## src/rtl/modex_encryptor.sv

```systemverilog
`default_nettype none
// ============================================================================
// Module   : modex_encryptor
// Purpose  : Modular exponentiation c = m^e mod n, right-to-left
//            square-and-multiply on two shift-add modular multipliers.
// Options  : MODEX_EARLY_TERM_EN - stop once the remaining exponent is zero.
// Revision : 1.0 - initial release
// ============================================================================
module modex_encryptor #(
  parameter int WIDTH = 16
) (
  input  logic             clk,
  input  logic             rst,
  input  logic             start,
  input  logic [WIDTH-1:0] plain,
  input  logic [WIDTH-1:0] exponent,
  input  logic [WIDTH-1:0] modulus,
  output logic [WIDTH-1:0] encrypted,
  output logic             busy,
  output logic             done,
  output logic             err
);

  localparam int              c_cw       = $clog2(WIDTH + 1);
  localparam logic [c_cw-1:0] c_last_bit = c_cw'(WIDTH - 1);
  localparam logic [c_cw-1:0] c_rounds   = c_cw'(WIDTH);

  typedef enum logic [2:0] {
    IDLE = 3'd0,
    INIT = 3'd1,
    MUL  = 3'd2,
    NEXT = 3'd3,
    DONE = 3'd4
  } state_e;

  state_e           state_q, state_d;
  logic [WIDTH-1:0] m_q, m_d;
  logic [WIDTH-1:0] e_q, e_d;
  logic [WIDTH-1:0] n_q, n_d;
  logic [WIDTH-1:0] r_q, r_d;
  logic [WIDTH-1:0] b_q, b_d;
  logic [WIDTH-1:0] ra_q, ra_d;
  logic [WIDTH-1:0] ba_q, ba_d;
  logic [WIDTH+1:0] pr_q, pr_d;
  logic [WIDTH+1:0] pb_q, pb_d;
  logic [c_cw-1:0]  bit_q, bit_d;
  logic [c_cw-1:0]  rnd_q, rnd_d;
  logic             operr_q, operr_d;
  logic [WIDTH-1:0] enc_q, enc_d;
  logic             busy_q, busy_d;
  logic             done_q, done_d;
  logic             err_q, err_d;

  logic [WIDTH-1:0] w_r_new;
  logic [WIDTH-1:0] w_b_new;
  logic [WIDTH-1:0] w_e_shr;
  logic [c_cw-1:0]  w_rnd_inc;
  logic             w_op_err;

  // One MSB-first step: P < n on entry, so 2P + a*b < 3n and two subtractions suffice.
  function automatic logic [WIDTH+1:0] mm_step(
    input logic [WIDTH+1:0] p,
    input logic             a,
    input logic [WIDTH-1:0] b,
    input logic [WIDTH-1:0] n
  );
    logic [WIDTH+1:0] t;
    logic [WIDTH+1:0] nx;
    nx = {2'b00, n};
    t  = (p << 1) + (a ? {2'b00, b} : '0);
    if (t >= nx) t = t - nx;
    if (t >= nx) t = t - nx;
    return t;
  endfunction

  assign w_r_new   = e_q[0] ? pr_q[WIDTH-1:0] : r_q;
  assign w_b_new   = pb_q[WIDTH-1:0];
  assign w_e_shr   = e_q >> 1;
  assign w_rnd_inc = rnd_q + 1'b1;
  assign w_op_err  = (n_q < WIDTH'(2)) || (m_q >= n_q);

  always_comb begin
    state_d = state_q;
    m_d     = m_q;
    e_d     = e_q;
    n_d     = n_q;
    r_d     = r_q;
    b_d     = b_q;
    ra_d    = ra_q;
    ba_d    = ba_q;
    pr_d    = pr_q;
    pb_d    = pb_q;
    bit_d   = bit_q;
    rnd_d   = rnd_q;
    operr_d = operr_q;
    enc_d   = enc_q;
    busy_d  = busy_q;
    err_d   = err_q;
    done_d  = (state_q == DONE);

    case (state_q)
      IDLE: begin
        if (start) begin
          state_d = INIT;
          m_d     = plain;
          e_d     = exponent;
          n_d     = modulus;
          busy_d  = 1'b1;
        end
      end

      INIT: begin
        r_d     = WIDTH'(1);
        b_d     = m_q;
        ra_d    = WIDTH'(1);
        ba_d    = m_q;
        pr_d    = '0;
        pb_d    = '0;
        bit_d   = '0;
        rnd_d   = '0;
        operr_d = w_op_err;
        if (w_op_err) begin
          state_d = DONE;
        end
`ifdef MODEX_EARLY_TERM_EN
        else if (e_q == '0) begin
          state_d = DONE;
        end
`endif
        else begin
          state_d = MUL;
        end
      end

      MUL: begin
        pr_d  = mm_step(pr_q, ra_q[WIDTH-1], b_q, n_q);
        pb_d  = mm_step(pb_q, ba_q[WIDTH-1], b_q, n_q);
        ra_d  = ra_q << 1;
        ba_d  = ba_q << 1;
        bit_d = bit_q + 1'b1;
        if (bit_q == c_last_bit) begin
          state_d = NEXT;
        end
      end

      NEXT: begin
        r_d   = w_r_new;
        b_d   = w_b_new;
        e_d   = w_e_shr;
        rnd_d = w_rnd_inc;
        ra_d  = w_r_new;
        ba_d  = w_b_new;
        pr_d  = '0;
        pb_d  = '0;
        bit_d = '0;
`ifdef MODEX_EARLY_TERM_EN
        if ((w_e_shr == '0) || (w_rnd_inc == c_rounds)) begin
`else
        if (w_rnd_inc == c_rounds) begin
`endif
          state_d = DONE;
        end else begin
          state_d = MUL;
        end
      end

      DONE: begin
        state_d = IDLE;
        enc_d   = operr_q ? '0 : r_q;
        err_d   = operr_q;
        busy_d  = 1'b0;
      end

      default: begin
        state_d = IDLE;
      end
    endcase
  end

  always_ff @(posedge clk or posedge rst) begin
    if (rst) begin
      state_q <= IDLE;
      m_q     <= '0;
      e_q     <= '0;
      n_q     <= '0;
      r_q     <= '0;
      b_q     <= '0;
      ra_q    <= '0;
      ba_q    <= '0;
      pr_q    <= '0;
      pb_q    <= '0;
      bit_q   <= '0;
      rnd_q   <= '0;
      operr_q <= 1'b0;
      enc_q   <= '0;
      busy_q  <= 1'b0;
      done_q  <= 1'b0;
      err_q   <= 1'b0;
    end else begin
      state_q <= state_d;
      m_q     <= m_d;
      e_q     <= e_d;
      n_q     <= n_d;
      r_q     <= r_d;
      b_q     <= b_d;
      ra_q    <= ra_d;
      ba_q    <= ba_d;
      pr_q    <= pr_d;
      pb_q    <= pb_d;
      bit_q   <= bit_d;
      rnd_q   <= rnd_d;
      operr_q <= operr_d;
      enc_q   <= enc_d;
      busy_q  <= busy_d;
      done_q  <= done_d;
      err_q   <= err_d;
    end
  end

  assign encrypted = enc_q;
  assign busy      = busy_q;
  assign done      = done_q;
  assign err       = err_q;

endmodule
`default_nettype wire
```

## config.mk

```make
export PLATFORM = sky130hd
export DESIGN_NAME = modex_encryptor
export DESIGN_NICKNAME = d
export VERILOG_FILES = /design/src/rtl/modex_encryptor.sv
export SDC_FILE = /design/constraint.sdc
export NUM_CORES = 1
export LEC_CHECK = 0
export CORE_ASPECT_RATIO = 2
export CORE_MARGIN = 2
export CORE_UTILIZATION = 50
export DETAILED_ROUTE_END_ITERATION = 8
export DONT_BUFFER_PORTS = 1
export SLEW_MARGIN = 40
export SYNTH_ARGS = -nofsm -noshare
export SYNTH_HDL_FRONTEND = slang
export SYNTH_SLANG_ARGS = --single-unit
```

## constraint.sdc

```tcl
create_clock -name clk -period 13.74 [get_ports clk]
set_input_delay 2.748 -clock clk [delete_from_list [all_inputs] [get_ports clk]]
set_output_delay 2.748 -clock clk [all_outputs]
set_load 0.02 [all_outputs]
```

-- Word level (Yosys, flattened, before mapping)
Index checks and enable logic that the tools add are counted.
- register bits after elaboration: 179
- bits of input ports: 51
- output and inout bits: 19
- logic and storage cells: 78
- add/subtract/negate cells: 8
- $lt $le $gt $ge: 6
- eq/ne operators: 8
- mux-type cells: 27
- reductions and logical operators: 12
- operators by type and width (cell ; count):
    $pmux 16 s2 ; 3
    $pmux 16 s3 ; 2
    $mux 16 ; 5
    $ge 18x16->1 ; 4
    $mux 18 ; 4
    $pmux 17 s2 ; 2
    $add 18x16->18 ; 2
    $sub 18x16->18 ; 2
    $mux 17 ; 2
    $sub 17x16->17 ; 2
    $pmux 5 s2 ; 2
    $ge 16x16->1 ; 1
    $lt 16x2->1 const B ; 1
    $mux 3 ; 4
    $pmux 3 s4 ; 1
    $add 5x1->5 const B ; 2
    $reduce_and 2->1 ; 4
    $reduce_bool 2->1 ; 4
    $eq 3x2->1 const B ; 2
    $eq 5x4->1 const B ; 1
    $eq 5x5->1 const B ; 1
    $ne 2x2->1 const B ; 2
    $eq 3x1->1 const B ; 1
    $eq 3x3->1 const B ; 1
    6 further kinds ; 6

-- Longest topological paths before layout
- depth in word-level cells: 8
- mapped depth: 32
- mapped depth without buffers: 30

-- Least setup slack after synthesis
Ideal clock, no wire load.
- path kind: reg2reg
- start point: register ba_q[15]
- end point: register pb_q[0]
- library setup time: 0.122 ns
- arrival time: 6.588 ns
- required time: 13.618 ns
- slack: 7.030 ns
- cell stages (with the launch flop): 29
- path buffers: 3
- clock period less this slack: 6.710 ns
- path through: dfrtp_1 > clkbuf_1 > nand2_1 > inv_1 > ha_1 > a211oi_2 > o21ai_1 > a32o_1 > o21ai_0 > nand4b_1 > a21oi_1 > xnor2_1 > ha_1 > or2_2 > a21oi_1 > a21oi_1 > or3_1 > buf_1 > mux2_2 > ha_1 > and4_1 > and3_1 > a21boi_1 > o31ai_1 > a21boi_0 > a2111o_1 > buf_2 > or4_1 > a32o_1
- cells in the longest elaborated chain, start to end: 8
- elaborated cells between the ends (all ways): 10
- those cells by class: add/sub: 3; order compare: 2; mux: 5
- ends and longest elaborated chain (item ; RTL line ; RTL):
    start: declaration ; 43 ; logic [WIDTH-1:0] ba_q, ba_d;
    start signal: assignment ; 189 ; ba_q <= '0;
    start signal: assignment ; 207 ; ba_q <= ba_d;
    $mux 16 * ; 70 ; t = (p << 1) + (a ? {2'b00, b} : '0);
    $add 18x16->18 * ; 70 ;
    $sub 18x16->18 / $ge 18x16->1 (equally long branches) ; 71 ; if (t >= nx) t = t - nx;
    $mux 18 * ; 71 ;
    $mux 18 * ; 101 ; case (state_q)
    $sub 17x16->17 / $ge 18x16->1 (equally long branches) ; 72 ; if (t >= nx) t = t - nx;
    $mux 17 * ; 72 ;
    $pmux 17 s2 * ; 101 ;
    end signal: assignment ; 209 ; pb_q <= pb_d;
    end: declaration ; 45 ; logic [WIDTH+1:0] pb_q, pb_d;
Every way passes the cells marked *; elsewhere a longest branch is shown, timed or not. The select of a mux whose other input is x is not followed.
A chain may end at the register's enable or synchronous reset.

-- Worst setup path after layout
- start point: register ba_q[15]
- end point: register pb_q[1]
The elaborated chain is that of the path after synthesis.

==> flow_summary.yaml <==
min_path:
  min_path_cells: 2
  worstHoldPathType: "reg -> reg"
  min_from: "e_q[1]$_DFFE_PP0P_"
  worstHoldEndpoint: "e_q[1]$_DFFE_PP0P_"
worst_setup_path:
  crit_fanout: 17
  r2r_slack_ns: 5.62
  slowest_stage: "nor2_1"
  worst_setup_path_start_kind: "register"
  max_stage_delay_ns: 0.76
  required_ns: 14.01
  rr_worst_depth: 28
  setup.worst_path.end_class: "register"
  reg2reg_to: "pb_q[1]$_DFFE_PP0P_"
  cp.arrival_ns: 8.40
  r2r-start: "ba_q[15]$_DFFE_PP0P_"
  crit_type: "reg -> reg"
placed_design:
  dpl.cell_count: 1875
  portBuffers: 0
  dp_hpwl_um: 33700
  gp_congestion: 0.973
layout:
  final_util: 0.542
  area_growth_pct: 7.08
  drive_gt1_frac: 0.0847
  nets: 1716
  multi_input_area_mm2: 0.00871
  final_cells: 1908
  ff_latch_area_mm2: 0.00448
  fillers: 2569
floorplanning:
  die-area_mm2: 0.0286
  core-area_mm2: 0.0269
  num_io_pins: 70
  num_rows: 85
  initial_core_util: 0.506
  die_w_um: 121
  die_h_um: 237
timing:
  tns_ns: 0
  rsz0062_at_grt: "false"
  report.final.slew_viol_count: 0
  fin_skew_ns: 0.0107
  setup_viol: 0
  min_period_ns: 8.12
  relSlewSlack: 0.382
  holdWs_ns: 0.479
  tightest_slew_ns: 0.924
  period_share: 0.591
  finalHoldViolations: 0
  fmax_mhz: 123
logic_synthesis:
  synth_cells: 1576
  synth_top_area_frac: 0.329
  synth_edf_count: 0
  yosysSeqAreaShare: 0.329
  synth_ff_type: "dfrtp_1"
  synthTopCellsByArea: "dfrtp_1 33%, ha_1 10%, nand2_1 6.5%"
  yosysTopAreaCell: "dfrtp_1"
  mappedNetlistArea_mm2: 0.0136
  yosys_warnings: 0
  ys_types: 72
  syn_avg_cell_area_um2: 8.64
  synth_seq_cells: 179
  synth_fp_nets: 1746
  synthArstFlopShare: 1.00
clock_network:
  clkTransAtPathRegs_ns: 0.08
  post_cts_resized: 0
  cts_tree: "yes"
  clock_latency_ns: 0.45
  cts.sinks: 179
  h-tree-depth: 4
  cts-root-buf: "clkbuf_16"
  numCtsBuffers: 17
  clk_path_buf_depth: 2
  cts_hold_buf: 0
  post-cts-setup-buffers: 0
drt:
  wl_per_cell_um: 22.6
  totalWireLength_um: 43100
  drt_iter0_markers: 647
  firstDrtPassIters: 6
  vias: 11800
  via_per_inst: 6.19
  ant_nets: 0
  drc: 0
global_route:
  antenna_found_initial: 1
  grt_pass1_wl_um: 66700
  grt_max_degree: 127
  grt.overflow.total: 0
  grt.total_usage: 0.308
  grt_pass1_vias: 12000
job:
  drv_cap: 0
run_status:
  outcome: "complete, no violations"
## sequential cells by signal, summed over array words and instances (netlist names), 3 cells and up
signal and flops:
pb_q 17, pr_q 17, b_q 16, ba_q 16
e_q 16, encrypted 16, m_q 16, n_q 16
r_q 16, ra_q 16, bit_q 5, rnd_q 5
state_q 3
## cell usage after synthesis, types with 3 or more instances
library cell  number
a211o_1            6
a211oi_1          11
a21boi_0          10
a21o_1            41
a21oi_1           70
a221o_1            4
a22o_1             3
a22oi_1           29
a31oi_1           12
a32o_1             4
and2_1            36
and3_1            14
and4_1             4
buf_1              8
clkbuf_1          58
dfrtp_1          179
fa_1               6
ha_1             113
inv_1             53
mux2_2            55
mux2i_1           37
nand2_1          237
nand2b_1          35
nand3_1           30
nand3b_1           6
nand4_1           24
nor2_1            58
nor2b_1           19
nor3_1            31
nor3b_1            3
nor4_1             8
o211ai_1          21
o21a_1            17
o21ai_0          170
o21ai_1            3
o21bai_1           7
o22a_1             3
o311ai_0          11
o31a_1             6
o31ai_1           14
or2_2              8
or3_1             10
xnor2_1           38
xor2_1            26
## cell families (layout without fill, tap and decap cells)
| logic type | Yosys count | after routing | share of synthesized area |
|---|---|---|---|
| mux | 92 | 92 | 0.0727 |
| xor+xnor | 65 | 65 | 0.0424 |
| fa+ha+maj | 119 | 119 | 0.113 |
| compound gates | 469 | 469 | 0.222 |
| buf+inv | 121 | 104 | 0.0335 |
| flops | 179 | 179 | 0.329 |
| simple gates | 531 | 531 | 0.188 |
| other cells | 0 | 1 | 0 |
## through the flow
step	worst slack [ns]	cell area [um^2]
2_1_floorplan	6.13	13600
3_3_place_gp	5.96	14000
3_5_place_dp	5.75	14000
6_report	5.62	14600
4_1_cts	5.72	14600
5_1_grt	5.21	14600
## worst max-delay path by stage
stage | from | end | slack (ns) | depth (start not counted)
6_report | ba_q[15]$_DFFE_PP0P_ | pb_q[1]$_DFFE_PP0P_ | 5.62 | 28
5_1_grt | ba_q[15]$_DFFE_PP0P_ | pb_q[2]$_DFFE_PP0P_ | 5.21 | 26
4_1_cts | ba_q[15]$_DFFE_PP0P_ | pb_q[2]$_DFFE_PP0P_ | 5.72 | 27
3_5_place_dp | ba_q[15]$_DFFE_PP0P_ | pb_q[7]$_DFFE_PP0P_ | 5.75 | 27
3_3_place_gp | ba_q[15]$_DFFE_PP0P_ | pb_q[13]$_DFFE_PP0P_ | 5.96 | 26
2_1_floorplan | rst | b_q[0]$_DFFE_PP0N_ | 6.13 | 1
## critical path, delay by kind of cell (launching register included)
kind	cells	cell delay [ns]
AOI/OAI and AO/OA	14	3.45
xor gates and xnor gates	1	0.25
adders and majority gates	5	1.33
buffers and inverters	1	0.07
DFF	1	0.60
and+or+nand+nor	7	2.22
## layout make-up
cell class / count / area share
Antenna cell: 1 / 0.000172
Clock buffer: 18 / 0.0294
Clock inverter: 14 / 0.0112
Inverter: 53 / 0.0145
Multi-Input combinational cell: 1276 / 0.598
Sequential cell: 179 / 0.308
Tap cell: 348 / 0.0299
Timing Repair Buffer: 19 / 0.00978
## routing by layer
layer  share of wire  global-route usage  up-vias
met5               0                   0        -
met4           0.092               0.248        0
met3           0.025              0.0405      156
met2            0.54               0.568      304
met1            0.35               0.300     5676
li1                -                   -     5675
## cells in the final DEF (no fill, tap or decap), types with 11 or more instances in the layout
cell and n:
nand2_1 237, dfrtp_1 175, o21ai_0 170, ha_1 113
a21oi_1 70, nor2_1 56, mux2_2 55, inv_1 52
a21o_1 41, xnor2_1 38, mux2i_1 37, and2_1 36
nand2b_1 34, nor3_1 31, nand3_1 30, a22oi_1 29
xor2_1 26, nand4_1 24, o211ai_1 21, buf_4 19
nor2b_1 18, o21a_1 17, clkbuf_16 17, o31ai_1 14
and3_1 14, a31oi_1 12, a211oi_1 11, o311ai_0 11
Power is left out: the tool's default activity adds up to more than one toggle a clock period on the data nets, which glitch-free logic cannot reach.
